**config.mk**
```make
export PLATFORM = sky130hd
export DESIGN_NAME = lcd_line_ctrl_flat
export DESIGN_NICKNAME = d
export VERILOG_FILES = /design/src/rtl/lcd_line_ctrl_if.sv /design/src/rtl/lcd_line_ctrl.sv /design/src/flat_wrapper.sv
export SDC_FILE = /design/constraint.sdc
export NUM_CORES = 1
export LEC_CHECK = 0
export BUFFER_PORTS_ARGS = -buffer_cell sky130_fd_sc_hd__buf_2
export CORE_UTILIZATION = 47
export CTS_BUF_LIST = sky130_fd_sc_hd__clkbuf_16
export CTS_CLUSTER_DIAMETER = 120
export DETAILED_ROUTE_END_ITERATION = 6
export HOLD_SLACK_MARGIN = 0.15
export PLACE_DENSITY_LB_ADDON = 0.2
export SLEW_MARGIN = 10
export SYNTH_ARGS = -nofsm -noshare
export SYNTH_HDL_FRONTEND = slang
export SYNTH_SLANG_ARGS = --single-unit
```
**constraint.sdc**
```tcl
create_clock -name clk -period 3 [get_ports clk]
set_clock_uncertainty 0.1 [all_clocks]
set_input_delay 0.45 -clock clk [delete_from_list [all_inputs] [get_ports clk]]
set_output_delay 0.45 -clock clk [all_outputs]
set_load 0.05 [all_outputs]
```
**src/rtl/lcd_line_ctrl_if.sv**
```systemverilog
// Signal bundle between the LCD line controller, its requester/character source and the LCD pins.
interface lcd_line_ctrl_if #(
    parameter int NUM_CHARS = 16
);
    localparam int IW = (NUM_CHARS > 1) ? $clog2(NUM_CHARS) : 1;

    logic          refresh;
    logic          cursor_en;
    logic [IW-1:0] cursor_pos;
    logic [IW-1:0] char_idx;
    logic [7:0]    char_data;
    logic          init_done;
    logic          busy;
    logic          frame_done;
    logic [7:0]    lcd_db;
    logic          lcd_rs;
    logic          lcd_rw;
    logic          lcd_e;

    modport slave (
        input  refresh, cursor_en, cursor_pos, char_data,
        output char_idx, init_done, busy, frame_done, lcd_db, lcd_rs, lcd_rw, lcd_e
    );

    modport master (
        output refresh, cursor_en, cursor_pos, char_data,
        input  char_idx, init_done, busy, frame_done, lcd_db, lcd_rs, lcd_rw, lcd_e
    );
endinterface

```
**src/rtl/lcd_line_ctrl.sv**
```systemverilog
// HD44780-style line controller: power-up init, then on request rewrites one display line
// fetched character by character from a combinational source, with a blinking cursor blank.
module lcd_line_ctrl #(
    parameter int         NUM_CHARS      = 16,
    parameter logic [7:0] LINE_ADDR      = 8'h80,
    parameter int         POWERUP_CYC    = 750000,
    parameter int         E_SETUP_CYC    = 2,
    parameter int         E_HIGH_CYC     = 12,
    parameter int         CMD_WAIT_CYC   = 2000,
    parameter int         CLEAR_WAIT_CYC = 82000,
    parameter int         BLINK_CYC      = 12500000
) (
    input  logic           clk,
    input  logic           rst_n,
    lcd_line_ctrl_if.slave bus
);
    localparam int IW    = (NUM_CHARS > 1) ? $clog2(NUM_CHARS) : 1;
    localparam int PW    = (IW > 2) ? IW : 2;
    localparam int MAX_A = (POWERUP_CYC > CLEAR_WAIT_CYC) ? POWERUP_CYC : CLEAR_WAIT_CYC;
    localparam int MAX_B = (CMD_WAIT_CYC > E_HIGH_CYC) ? CMD_WAIT_CYC : E_HIGH_CYC;
    localparam int MAX_C = (MAX_B > E_SETUP_CYC) ? MAX_B : E_SETUP_CYC;
    localparam int MAXC  = (MAX_A > MAX_C) ? MAX_A : MAX_C;
    localparam int CW    = $clog2(MAXC + 1);
    localparam int BW    = $clog2(BLINK_CYC + 1);

    localparam logic [CW-1:0] PWR_LAST = CW'(POWERUP_CYC - 1);
    localparam logic [CW-1:0] SET_LAST = CW'(E_SETUP_CYC - 1);
    localparam logic [CW-1:0] HI_LAST  = CW'(E_HIGH_CYC - 1);
    localparam logic [CW-1:0] CMD_LAST = CW'(CMD_WAIT_CYC - 1);
    localparam logic [CW-1:0] CLR_LAST = CW'(CLEAR_WAIT_CYC - 1);
    localparam logic [BW-1:0] BL_LAST  = BW'(BLINK_CYC - 1);

    typedef enum logic [2:0] {S_PWRUP, S_INIT, S_IDLE, S_ADDR, S_DATA} state_t;
    typedef enum logic [1:0] {B_SETUP, B_PULSE, B_WAIT} bph_t;

    state_t        state_q, state_d;
    bph_t          bph_q, bph_d;
    logic [CW-1:0] cnt_q, cnt_d;
    logic [PW-1:0] seq_q, seq_d;
    logic [IW-1:0] char_idx_q, char_idx_d;
    logic [7:0]    db_q, db_d;
    logic          rs_q, rs_d;
    logic          e_q, e_d;
    logic          init_done_q, init_done_d;
    logic          busy_q, busy_d;
    logic          frame_done_q, frame_done_d;
    logic          pending_q, pending_d;
    logic [BW-1:0] blink_cnt_q, blink_cnt_d;
    logic          blink_q, blink_d;

    logic [CW-1:0] wait_last;
    logic          last_init, last_chr;
    logic [7:0]    data_byte;

    function automatic logic [7:0] init_cmd(input logic [1:0] i);
        case (i)
            2'd0:    return 8'h38;
            2'd1:    return 8'h0C;
            2'd2:    return 8'h06;
            default: return 8'h01;
        endcase
    endfunction

    assign last_init = (seq_q == PW'(3));
    assign last_chr  = (seq_q == PW'(NUM_CHARS - 1));
    assign wait_last = (state_q == S_INIT && last_init) ? CLR_LAST : CMD_LAST;
    // char_idx never leaves 0..NUM_CHARS-1, so an out-of-range cursor_pos can never match
    assign data_byte = (bus.cursor_en && blink_q && bus.cursor_pos == char_idx_q) ? 8'h20
                                                                                  : bus.char_data;

    always_comb begin
        blink_cnt_d = blink_cnt_q + BW'(1);
        blink_d     = blink_q;
        if (blink_cnt_q == BL_LAST) begin
            blink_cnt_d = '0;
            blink_d     = ~blink_q;
        end
    end

    always_comb begin
        state_d      = state_q;
        bph_d        = bph_q;
        cnt_d        = cnt_q + CW'(1);
        seq_d        = seq_q;
        char_idx_d   = char_idx_q;
        db_d         = db_q;
        rs_d         = rs_q;
        init_done_d  = init_done_q;
        busy_d       = busy_q;
        frame_done_d = 1'b0;
        pending_d    = pending_q;
        if (bus.refresh && state_q != S_IDLE) pending_d = 1'b1;

        case (state_q)
            S_PWRUP: begin
                if (cnt_q == PWR_LAST) begin
                    state_d = S_INIT;
                    bph_d   = B_SETUP;
                    cnt_d   = '0;
                    seq_d   = '0;
                    db_d    = init_cmd(2'd0);
                    rs_d    = 1'b0;
                end
            end
            S_IDLE: begin
                cnt_d = '0;
                if (bus.refresh || pending_q) begin
                    pending_d = 1'b0;
                    busy_d    = 1'b1;
                    state_d   = S_ADDR;
                    bph_d     = B_SETUP;
                    db_d      = LINE_ADDR;
                    rs_d      = 1'b0;
                end
            end
            default: begin
                case (bph_q)
                    B_SETUP: begin
                        if (cnt_q == SET_LAST) begin
                            bph_d = B_PULSE;
                            cnt_d = '0;
                        end
                    end
                    B_PULSE: begin
                        if (cnt_q == HI_LAST) begin
                            bph_d = B_WAIT;
                            cnt_d = '0;
                            // present the next index early so the datapath settles during WAIT
                            if (state_q == S_DATA && !last_chr) char_idx_d = char_idx_q + IW'(1);
                        end
                    end
                    default: begin
                        if (cnt_q == wait_last) begin
                            bph_d = B_SETUP;
                            cnt_d = '0;
                            case (state_q)
                                S_INIT: begin
                                    if (last_init) begin
                                        state_d     = S_IDLE;
                                        init_done_d = 1'b1;
                                        busy_d      = 1'b0;
                                    end else begin
                                        seq_d = seq_q + PW'(1);
                                        db_d  = init_cmd(seq_q[1:0] + 2'd1);
                                    end
                                end
                                S_ADDR: begin
                                    state_d = S_DATA;
                                    seq_d   = '0;
                                    db_d    = data_byte;
                                    rs_d    = 1'b1;
                                end
                                default: begin
                                    if (last_chr) begin
                                        state_d      = S_IDLE;
                                        frame_done_d = 1'b1;
                                        busy_d       = 1'b0;
                                        char_idx_d   = '0;
                                    end else begin
                                        seq_d = seq_q + PW'(1);
                                        db_d  = data_byte;
                                    end
                                end
                            endcase
                        end
                    end
                endcase
            end
        endcase

        e_d = (bph_d == B_PULSE);
    end

    always_ff @(posedge clk or negedge rst_n) begin
        if (!rst_n) begin
            state_q      <= S_PWRUP;
            bph_q        <= B_SETUP;
            cnt_q        <= '0;
            seq_q        <= '0;
            char_idx_q   <= '0;
            db_q         <= '0;
            rs_q         <= 1'b0;
            e_q          <= 1'b0;
            init_done_q  <= 1'b0;
            busy_q       <= 1'b1;
            frame_done_q <= 1'b0;
            pending_q    <= 1'b0;
            blink_cnt_q  <= '0;
            blink_q      <= 1'b0;
        end else begin
            state_q      <= state_d;
            bph_q        <= bph_d;
            cnt_q        <= cnt_d;
            seq_q        <= seq_d;
            char_idx_q   <= char_idx_d;
            db_q         <= db_d;
            rs_q         <= rs_d;
            e_q          <= e_d;
            init_done_q  <= init_done_d;
            busy_q       <= busy_d;
            frame_done_q <= frame_done_d;
            pending_q    <= pending_d;
            blink_cnt_q  <= blink_cnt_d;
            blink_q      <= blink_d;
        end
    end

    assign bus.char_idx   = char_idx_q;
    assign bus.init_done  = init_done_q;
    assign bus.busy       = busy_q;
    assign bus.frame_done = frame_done_q;
    assign bus.lcd_db     = db_q;
    assign bus.lcd_rs     = rs_q;
    assign bus.lcd_rw     = 1'b0;
    assign bus.lcd_e      = e_q;
endmodule
```
**src/flat_wrapper.sv**
```systemverilog
// flat-port wrapper written by rule: the top's interface ports become plain ports
module lcd_line_ctrl_flat 
#(
    parameter int         NUM_CHARS      = 16,
    parameter logic [7:0] LINE_ADDR      = 8'h80,
    parameter int         POWERUP_CYC    = 750000,
    parameter int         E_SETUP_CYC    = 2,
    parameter int         E_HIGH_CYC     = 12,
    parameter int         CMD_WAIT_CYC   = 2000,
    parameter int         CLEAR_WAIT_CYC = 82000,
    parameter int         BLINK_CYC      = 12500000
)
  (clk, rst_n, bus_refresh, bus_cursor_en, bus_cursor_pos, bus_char_data, bus_char_idx, bus_init_done, bus_busy, bus_frame_done, bus_lcd_db, bus_lcd_rs, bus_lcd_rw, bus_lcd_e);
  lcd_line_ctrl_if #(.NUM_CHARS(NUM_CHARS)) bus_i ();
  input  logic clk;
  input  logic rst_n;
  input wire logic [$bits(bus_i.refresh)-1:0] bus_refresh;
  input wire logic [$bits(bus_i.cursor_en)-1:0] bus_cursor_en;
  input wire logic [$bits(bus_i.cursor_pos)-1:0] bus_cursor_pos;
  input wire logic [$bits(bus_i.char_data)-1:0] bus_char_data;
  output wire logic [$bits(bus_i.char_idx)-1:0] bus_char_idx;
  output wire logic [$bits(bus_i.init_done)-1:0] bus_init_done;
  output wire logic [$bits(bus_i.busy)-1:0] bus_busy;
  output wire logic [$bits(bus_i.frame_done)-1:0] bus_frame_done;
  output wire logic [$bits(bus_i.lcd_db)-1:0] bus_lcd_db;
  output wire logic [$bits(bus_i.lcd_rs)-1:0] bus_lcd_rs;
  output wire logic [$bits(bus_i.lcd_rw)-1:0] bus_lcd_rw;
  output wire logic [$bits(bus_i.lcd_e)-1:0] bus_lcd_e;
  assign bus_i.refresh = bus_refresh;
  assign bus_i.cursor_en = bus_cursor_en;
  assign bus_i.cursor_pos = bus_cursor_pos;
  assign bus_i.char_data = bus_char_data;
  assign bus_char_idx = bus_i.char_idx;
  assign bus_init_done = bus_i.init_done;
  assign bus_busy = bus_i.busy;
  assign bus_frame_done = bus_i.frame_done;
  assign bus_lcd_db = bus_i.lcd_db;
  assign bus_lcd_rs = bus_i.lcd_rs;
  assign bus_lcd_rw = bus_i.lcd_rw;
  assign bus_lcd_e = bus_i.lcd_e;
  lcd_line_ctrl #(.NUM_CHARS(NUM_CHARS), .LINE_ADDR(LINE_ADDR), .POWERUP_CYC(POWERUP_CYC), .E_SETUP_CYC(E_SETUP_CYC), .E_HIGH_CYC(E_HIGH_CYC), .CMD_WAIT_CYC(CMD_WAIT_CYC), .CLEAR_WAIT_CYC(CLEAR_WAIT_CYC), .BLINK_CYC(BLINK_CYC)) u_core (.clk(clk), .rst_n(rst_n), .bus(bus_i));
endmodule
```
# Yosys cells after proc, flatten, opt, wreduce, memory -nomap -nowiden
# Cells that the tools add are included.
[word_totals]
inputBits = 16
elab_cells = 152
out_inout_bits = 18
regBits = 72
[classes]
muxes = 67
reduce_logical = 28
n_eq_ne = 32
addsub = 5
n_bitwise = 6
[ops]
columns = ["op", "count"]
rows = [
  ["2-to-1 mux 20 bit", 4],
  ["one-hot mux 20 bit (2 select lines)", 2],
  ["2-to-1 mux 8 bit", 7],
  ["2-to-1 mux 4 bit", 10],
  ["one-hot mux 8 bit (2 select lines)", 2],
  ["adder 24 x 1 -> 24 bit (second input constant)", 1],
  ["equality test 24 bit (second input constant)", 1],
  ["2-to-1 mux 24 bit", 1],
  ["one-hot mux 4 bit (2 select lines)", 3],
  ["adder 20 x 1 -> 20 bit (second input constant)", 1],
  ["equality test 20 x 1 -> 1 bit (second input constant)", 1],
  ["equality test 20 bit", 1],
  ["equality test 20 bit (second input constant)", 1],
  ["equality test 20 x 4 -> 1 bit (second input constant)", 1],
  ["2-to-1 mux 1 bit", 18],
  ["2-to-1 mux 3 bit", 6],
  ["one-hot mux 6 bit (3 select lines)", 1],
  ["AND reduction 6 bit", 3],
  ["2-to-1 mux 17 bit", 1],
  ["inequality test 2 x 1 -> 1 bit (second input constant)", 7],
  ["AND reduction 7 bit", 2],
  ["one-hot mux 3 bit (2 select lines)", 2],
  ["2-to-1 mux 2 bit", 5],
  ["AND reduction 5 bit", 2],
  ["other kinds (29)", 55],
]

# Depth between registers and ports, before layout
# Gate-level depths: netlist (run 1).
[logic_depth]
ltp_word = 8
ltp_mapped = 9
ltp_nobuf = 6

# Worst setup path after synthesis (run 1)
# OpenSTA, ideal clock, no wires.
[synth_timing]
kind = "register to register"
from = "reg u_core.seq_q[0]"
to = "reg u_core.seq_q[1]"
n_path_buf = 1
path_slack_ns = 0.170
synth_period_minus_slack_ns = 2.830
path_stages_with_launch = 8
required_time_ns = 2.775
setup_time_ns = 0.125
arrival_time_ns = 2.605
cell_sequence = "dfrtp_1 > ha_1 > or3b_2 > or4_1 > buf_2 > a211oi_4 > o211a_1 > mux2_2"
[synth_between]
elab_chain_len = 6
elab_cells_between_ends = 16
cone_classes = "1 x add/sub; 5 x eq/ne; 7 x mux; 3 x reduce/logical"
[synth_lines]
columns = ["element", "line", "rtl"]
rows = [
  ["start: declaration", "lcd_line_ctrl.sv:39", "logic [PW-1:0] seq_q, seq_d;"],
  ["start signal: assignment", "lcd_line_ctrl.sv:194", "seq_q <= seq_d;"],
  ["adder 4 x 1 -> 4 bit or equality test 4 x 2 -> 1 bit (tied branches)", "lcd_line_ctrl.sv:143, lcd_line_ctrl.sv:160, lcd_line_ctrl.sv:64", ""],
  ["2-to-1 mux 4 bit (tied with other cells)", "lcd_line_ctrl.sv:154", "if (last_chr) begin"],
  ["one-hot mux 4 bit (2 select lines) or 2-to-1 mux 17 bit (tied branches)", "lcd_line_ctrl.sv:136, lcd_line_ctrl.sv:66", ""],
  ["2-to-1 mux 4 bit or equality test 20 bit (tied branches)", "lcd_line_ctrl.sv:133", "if (cnt_q == wait_last) begin"],
  ["2-to-1 mux 4 bit or nonzero test 2 bit (tied branches)", "-", ""],
  ["one-hot mux 4 bit (2 select lines) or AND reduction 6 bit (tied branches)", "-", ""],
]
# Several ways; a longest one is shown, not always the timed one. The select of a mux whose other input is x is not followed.
# A chain may end at the register's enable or synchronous reset.

# Worst setup path after layout (run 1)
[layout_timing]
from = "reg u_core.seq_q[1]"
to = "reg u_core.cnt_q[3]"
[layout_between]
elab_chain_len = 7
[layout_lines]
columns = ["element", "line", "rtl"]
rows = [
  ["equality test 4 x 2 -> 1 bit", "lcd_line_ctrl.sv:64", "assign last_init = (seq_q == PW'(3));"],
  ["logical AND 1 bit", "lcd_line_ctrl.sv:66", "assign wait_last = (state_q == S_INIT && last_init) ? CLR_LAST : CMD_LAST;"],
  ["2-to-1 mux 17 bit", "lcd_line_ctrl.sv:66", ""],
  ["equality test 20 bit", "lcd_line_ctrl.sv:133", ""],
  ["2-to-1 mux 20 bit", "lcd_line_ctrl.sv:133", ""],
  ["one-hot mux 20 bit (2 select lines)", "lcd_line_ctrl.sv:117", "case (bph_q)"],
  ["one-hot mux 20 bit (2 select lines)", "lcd_line_ctrl.sv:94", "case (state_q)"],
  ["named net u_core.cnt_d[3]", "lcd_line_ctrl.sv:38", "logic [CW-1:0] cnt_q, cnt_d;"],
  ["end signal: assignment", "lcd_line_ctrl.sv:193", "cnt_q <= cnt_d;"],
  ["end: declaration", "lcd_line_ctrl.sv:38", ""],
]
# The timed path passes the listed nets, and every way through them passes these cells.

==> flow_summary_export.csv, run 1 <==
group,metric,value,unit
sta,setup_viol_count_final,0,
floorplan,rows,33,
clocking,cts.reportedPaths.clkPinSlew,0.06,ns
critical_path,cp-end-kind,"register",
route,post_drt_via_cell_ratio,5.677,
run_status,status,"completed",
clocking,post_cts_setup_inserts,0,
floorplan,width_of_the_die,93.52,um
finish,post_synthesis_to_final_layout_area_growth,16.94,%
sta,slew_headroom,0.3957,
route,route.vias.total,3185,
critical_path,r2r-start,"u_core.seq_q[1]$_DFFE_PN0P_",
logic_synthesis,ys_async_sr_fraction,1.000,
finish,postLayoutCoreUtil,0.5631,
finish,final_cell_mix,"dfrtp_1 (71), nor2_1 (56), buf_2 (32)",
critical_path,worst-r2r-cell-count,8,
clocking,cts_made_buffers,9,
logic_synthesis,synth-seq-cells,72,
clocking,clock-sinks,72,
flow_run,drv_cap,0,
logic_synthesis,mappedNetlistNets,429,
finish,fill_cells,723,
route,drtIter0Drc,166,
sta,finalWorstPathRequiredPeriod,2.854,ns
route,detail_route.wl_per_cell,15.86,um
logic_synthesis,synth-warning-count,0,
global_route,grt-ovfl-total,0,
power,cellPowerDensity,462.6,nW/um^2
critical_path,required,3.11,ns
clocking,cts_root_buf,"clkbuf_16",
global_route,grtUsageTotal,0.2182,
global_route,grt_antenna_before_repair,0,
sta,clock.fmax,350.4,MHz
floorplan,initial_utilization,0.4815,
logic_synthesis,ys_types,63,
clocking,post_cts_hold_fix_bufs,0,
global_route,grt_pass1_wl,14810,um
place,gp_congestion,0.9464,
floorplan,boundaryPins,34,
place,place_hpwl,6324,um
finish,antenna_cells,0,
route,route.detailed.drc,0,
sta,pin_slew_with_the_least_headroom_to_its_limit,0.9064,ns
critical_path,worst-setup-path-type,"register to register",
worst_hold_path,timing.hold.worst.class,"input port to async pin",
finish,layout_cell_share_with_drive_strength_beyond_1,0.1732,
floorplan,floorplan.die_area,8745,sq um
critical_path,crit_path_end,"u_core.cnt_q[3]$_DFF_PN0_",
route,drtPass1Iterations,5,
sta,final.setup.tns,0,ns
clocking,clock_tree.htree_level_count,3,
sta,final-hold-violation-count,0,
sta,period_share,0.9512,
floorplan,core,8175,sq um
global_route,pin_count_of_the_biggest_net_entering_global_routing,73,
floorplan,dieHeight,93.52,um
critical_path,worstPathMaxFanout,20,
global_route,grt_pass1_vias,3081,
finish,final_nets,475,
logic_synthesis,syn-mean-instance-area,9.695,sq um
place,pre_cts_ws,0.1488,ns
sta,fin_ws,0.1465,ns
logic_synthesis,post_synth_inst_count,406,
clocking,cts.path.max_buffers,2,
place,port_buffers,32,
clocking,worst_skew_pair.late_latency,0.33,ns
logic_synthesis,synth_sequential_area_ratio,0.4580,
power,p_leak,2.117,nW
critical_path,crit_arrival,2.96,ns
logic_synthesis,synth_enable_flop_cells,0,
finish,layout_commonest_cell,"dfrtp_1",
critical_path,worstReg2RegEnd,"u_core.cnt_q[3]$_DFF_PN0_",
clocking,cts_tree,"done",
critical_path,cp-start-kind,"register",
power,max-vdd-ir-drop,0.2704,mV
sta,slew_violations,0,
critical_path,crit_path_launch,"u_core.seq_q[1]$_DFFE_PN0P_",
logic_synthesis,postSynth.topFlopCell,"dfrtp_1",
critical_path,timing.reg2reg.setup_slack,0.15,ns
logic_synthesis,post_synth_instance_area,3936,sq um
route,antenna_left,0,
sta,grt_setup_unrepaired,"false",
route,wl,8900,um
-- where the power goes --
| group | total [W] | internal (W) | switching (W) |
|---|---|---|---|
| clock | 0.00112 | 0.000720 | 0.000401 |
| sequential | 0.000972 | 0.000972 | 0.0000000000000000000151 |
| combinational | 0.0000368 | 0.00000984 | 0.0000270 |
| total | 0.00213 | 0.00170 | 0.000428 |
-- cell type report --
cell class	count	area (sq um)	share of cell area
inverter	20	75.07	0.01631
clock buffer	9	225.2	0.04893
timing repair buffer	50	299.0	0.06496
sequential	72	1803	0.3917
multi-input combinational	299	1984	0.4311
clock inverter	6	85.08	0.01848
tap	105	131.4	0.02854
-- worst min path at each step --
stage	from	end	slack (ns)	depth (start not counted)
after floorplan	rst_n	u_core.blink_cnt_q[0]$_DFF_PN0_	0.05	0
after CTS	rst_n	u_core.bus.init_done$_DFFE_PN0P_	0.28	2
after detailed placement	u_core.blink_q$_DFFE_PN0N_	u_core.blink_q$_DFFE_PN0N_	0.36	1
final	rst_n	u_core.bus.init_done$_DFFE_PN0P_	0.22	2
after global routing	bus_char_data[6]	u_core.bus.lcd_db[6]$_DFFE_PN0P_	0.31	3
after global placement	u_core.blink_q$_DFFE_PN0N_	u_core.blink_q$_DFFE_PN0N_	0.36	1
-- state kept, by name, summed over array words and instances, names as in the netlist, 2 cells and up --
name / cells
u_core.bus.char_idx: 4
u_core.bus.lcd_db: 8
u_core.bph_q: 2
u_core.blink_cnt_q: 24
u_core.cnt_q: 20
u_core.state_q: 3
u_core.seq_q: 4
-- timing repair --
action                                  in CTS  in global routing
resized for setup                            0                  1
hold endpoints to repair                     0                  0
endpoints found under the setup margin       0                 12
-- layer usage --
layer / GRT usage / routed length, um / vias up
met5: 0 / 0 / -
met4: 0.09487 / 159 / 0
met1: 0.2982 / 4220 / 1523
li1: - / - / 1547
met2: 0.3444 / 4081 / 98
met3: 0.03171 / 438 / 17
-- worst max-delay path, stage by stage, from the launching register on --
cell	delay, ns
dfrtp_1	0.42
ha_1	0.19
or3b_2	0.47
or4_1	0.55
buf_4	0.18
a211o_1	0.34
a31oi_1	0.19
buf_6	0.22
nor2_1	0.07
-- Yosys cell counts, types with 2 or more instances --
cell type / instances / area share
a211oi_1: 4 / 0.0076
a21boi_0: 2 / 0.0038
a21o_1: 2 / 0.0038
a21oi_1: 11 / 0.014
a22o_1: 3 / 0.0067
a31oi_1: 9 / 0.014
a32o_1: 3 / 0.0076
and2_1: 2 / 0.0032
and3_1: 9 / 0.014
and4_1: 9 / 0.020
buf_2: 5 / 0.0064
clkbuf_1: 7 / 0.0067
dfrtp_1: 71 / 0.45
ha_1: 7 / 0.022
inv_1: 20 / 0.019
mux2_2: 2 / 0.0057
mux2_4: 3 / 0.011
mux2i_1: 5 / 0.013
nand2_1: 26 / 0.025
nand2b_1: 2 / 0.0032
nand3_1: 15 / 0.019
nand4_1: 11 / 0.017
nor2_1: 56 / 0.053
nor2b_1: 7 / 0.011
nor3_1: 11 / 0.014
nor4_1: 7 / 0.011
nor4b_1: 5 / 0.011
o211ai_1: 2 / 0.0038
o21ai_0: 4 / 0.0051
o2bb2ai_1: 5 / 0.011
or2_2: 2 / 0.0032
or3_1: 2 / 0.0032
or4_1: 6 / 0.011
xnor2_1: 31 / 0.069
xor2_1: 12 / 0.027
-- logic make-up after synthesis --
group           synth area share
compound gates            0.1192
other cells            0.0009527
xor+xnor                 0.09568
buf+inv                  0.03783
simple gates              0.2362
mux                      0.02988
flops                     0.4580
fa+ha+maj                0.02225
-- metrics by stage --
stage / hold slack, ns / area [sq um] / total power [W] / instances
global route: 0.3133 / 4603 / 0.002195 / 561
floorplan: 0.05441 / 3936 / 0.0009967 / 406
global placement: 0.3599 / 4289 / 0.001027 / 546
CTS: 0.2832 / 4599 / 0.002150 / 561
detailed placement: 0.3562 / 4289 / 0.001027 / 546
finish: 0.2214 / 4603 / 0.002129 / 561
No activity file was read; power rests on OpenSTA's default activity.
==> run 2: changes to the inputs <==
--- a/config.mk
+++ b/config.mk
@@ -6,9 +6,10 @@
 export NUM_CORES = 1
 export LEC_CHECK = 0
 export BUFFER_PORTS_ARGS = -buffer_cell sky130_fd_sc_hd__buf_2
-export CORE_UTILIZATION = 47
+export CORE_UTILIZATION = 54
 export CTS_BUF_LIST = sky130_fd_sc_hd__clkbuf_16
 export CTS_CLUSTER_DIAMETER = 120
+export CTS_CLUSTER_SIZE = 25
 export DETAILED_ROUTE_END_ITERATION = 6
 export HOLD_SLACK_MARGIN = 0.15
 export PLACE_DENSITY_LB_ADDON = 0.2
==> flow_summary_export.csv, run 2 (synthesis results as in run 1) <==
group,metric,value,unit
sta,clock.fmax,337.4,MHz
floorplan,initial_utilization,0.5699,
clocking,clock_tree.htree_level_count,3,
route,drtIter0Drc,212,
global_route,grt_pass1_wl,15320,um
global_route,grt_antenna_before_repair,0,
power,p_leak,2.108,nW
worst_hold_path,timing.hold.worst.class,"input port to register",
place,gp_congestion,0.9468,
clocking,cts.path.max_buffers,2,
route,drtPass1Iterations,4,
route,detail_route.wl_per_cell,16.73,um
clocking,cts.reportedPaths.clkPinSlew,0.06,ns
route,routed.top_layer,"met4",
finish,final_nets,475,
floorplan,rows,30,
sta,period_share,0.9880,
floorplan,boundaryPins,34,
route,wire_length_on_met1,4047,um
finish,layout_commonest_cell,"dfrtp_1",
sta,fin_worst_hold_slack,0.2796,ns
route,route.detailed.drc,0,
place,port_buffers,32,
power,pwr-share-clk,0.512,
sta,final-hold-violation-count,0,
global_route,pin_count_of_the_biggest_net_entering_global_routing,33,
route,route.met2.wl,4502,um
route,antenna_left,0,
clocking,cts_root_buf,"clkbuf_16",
critical_path,worst-setup-path-type,"register to register",
power,power.net_switching,0.0004436,W
power,max-vdd-ir-drop,0.3195,mV
critical_path,required,3.11,ns
clocking,clock-sinks,72,
route,route.vias.total,3270,
sta,slew_violations,0,
global_route,grt-ovfl-total,0,
finish,final_cell_mix,"dfrtp_1 (71), nor2_1 (56), buf_2 (32)",
sta,finalWorstPathRequiredPeriod,2.964,ns
power,power.combinational.fraction,0.019,
critical_path,crit_arrival,3.08,ns
global_route,grtUsageTotal,0.2623,
finish,post_synthesis_to_final_layout_area_growth,16.43,%
power,cell_internal_pwr,0.001626,W
power,cellPowerDensity,451.5,nW/um^2
clocking,cts_tree,"done",
critical_path,cp-start-kind,"register",
finish,layout_cell_share_with_drive_strength_beyond_1,0.1729,
power,seq_power_share,0.469,
floorplan,dieHeight,87.38,um
route,wl,9252,um
place,place_hpwl,6515,um
floorplan,core,6907,sq um
power,switching_share,0.2144,
finish,antenna_cells,0,
sta,fin_ws,0.03586,ns
route,post_drt_via_cell_ratio,5.913,
finish,registers.top_by_ff_count,"u_core.blink_cnt_q",
sta,final.setup.tns,0,ns
route,dr_wl_met3,430,um
run_status,status,"completed",
clocking,worst_skew_pair.late_latency,0.33,ns
finish,largest_register_ff_count,24,
sta,pin_slew_with_the_least_headroom_to_its_limit,0.7876,ns
flow_run,drv_cap,0,
global_route,grt_pass1_vias,3249,
floorplan,width_of_the_die,87.38,um
critical_path,worstPathMaxFanout,5,
floorplan,floorplan.die_area,7634,sq um
critical_path,cp-end-kind,"register",
sta,slew_headroom,0.4614,
clocking,cts_made_buffers,9,
sta,setup_viol_count_final,0,
place,pre_cts_ws,0.08452,ns
[run 2: cell type report]
| cell class | count | area [sq um] |
|---|---|---|
| clock buffer | 9 | 225.2 |
| clock inverter | 7 | 73.82 |
| fill | 575 | 2323 |
| inverter | 20 | 75.07 |
| multi-input combinational | 299 | 1984 |
| sequential | 72 | 1803 |
| tap | 96 | 120.1 |
| timing repair buffer | 50 | 301.5 |
[run 2: power groups by stage]
| stage | combinational [W] | clock [W] | sequential (W) |
|---|---|---|---|
| 3_5_place_dp | 0.0000397 | 0 | 0.000989 |
| 5_1_grt | 0.0000456 | 0.00111 | 0.000971 |
| 2_1_floorplan | 0.00000755 | 0 | 0.000989 |
| 3_3_place_gp | 0.0000384 | 0 | 0.000989 |
| 6_report | 0.0000391 | 0.00106 | 0.000971 |
| 4_1_cts | 0.0000410 | 0.00107 | 0.000971 |
[run 2: worst paths after layout]
path,startpoint,endpoint,slack [ns],cells after the start
setup / recovery,u_core.seq_q[1]$_DFFE_PN0P_,u_core.seq_q[1]$_DFFE_PN0P_,0.04,6
hold / removal,bus_refresh,u_core.pending_q$_DFF_PN0_,0.28,3
setup reg to reg,u_core.seq_q[1]$_DFFE_PN0P_,u_core.seq_q[1]$_DFFE_PN0P_,0.04,6
hold reg to reg,u_core.blink_q$_DFFE_PN0N_,u_core.blink_q$_DFFE_PN0N_,0.38,1
max in group asynchronous,rst_n,u_core.cnt_q[6]$_DFF_PN0_,1.52,3
min in group asynchronous,rst_n,u_core.state_q[0]$_DFFE_PN0P_,0.50,2
[run 2: metal layers]
metal / up-vias / global-route usage
met4: 0 / 0.1326
met1: 1599 / 0.3207
li1: 1545 / -
met2: 97 / 0.4474
met5: - / 0
met3: 29 / 0.04265
[run 2: stage by stage]
stage,instances,util,instance area (sq um),total power (W)
after CTS,552,0.6620,4572,0.002082
after global routing,553,0.6636,4583,0.002129
after detailed placement,535,0.6172,4263,0.001029
after floorplan,406,-,3936,0.0009967
final,553,0.6636,4583,0.002069
after global placement,535,0.6172,4263,0.001027
[run 2: critical path, cell delays in order (launching register included)]
cell      delay (ns)
dfrtp_1         0.43
ha_1            0.22
or3b_2          0.47
or4_1           0.62
a211oi_4        0.40
o211a_1         0.25
mux2_2          0.36
[run 2: repair_timing]
action	4_1_cts	5_1_grt
endpoints found under the setup margin	0	21
endpoints found under the hold margin	18	0
buffers inserted	0	1
hold buffers	1	0
gates resized for setup	0	1
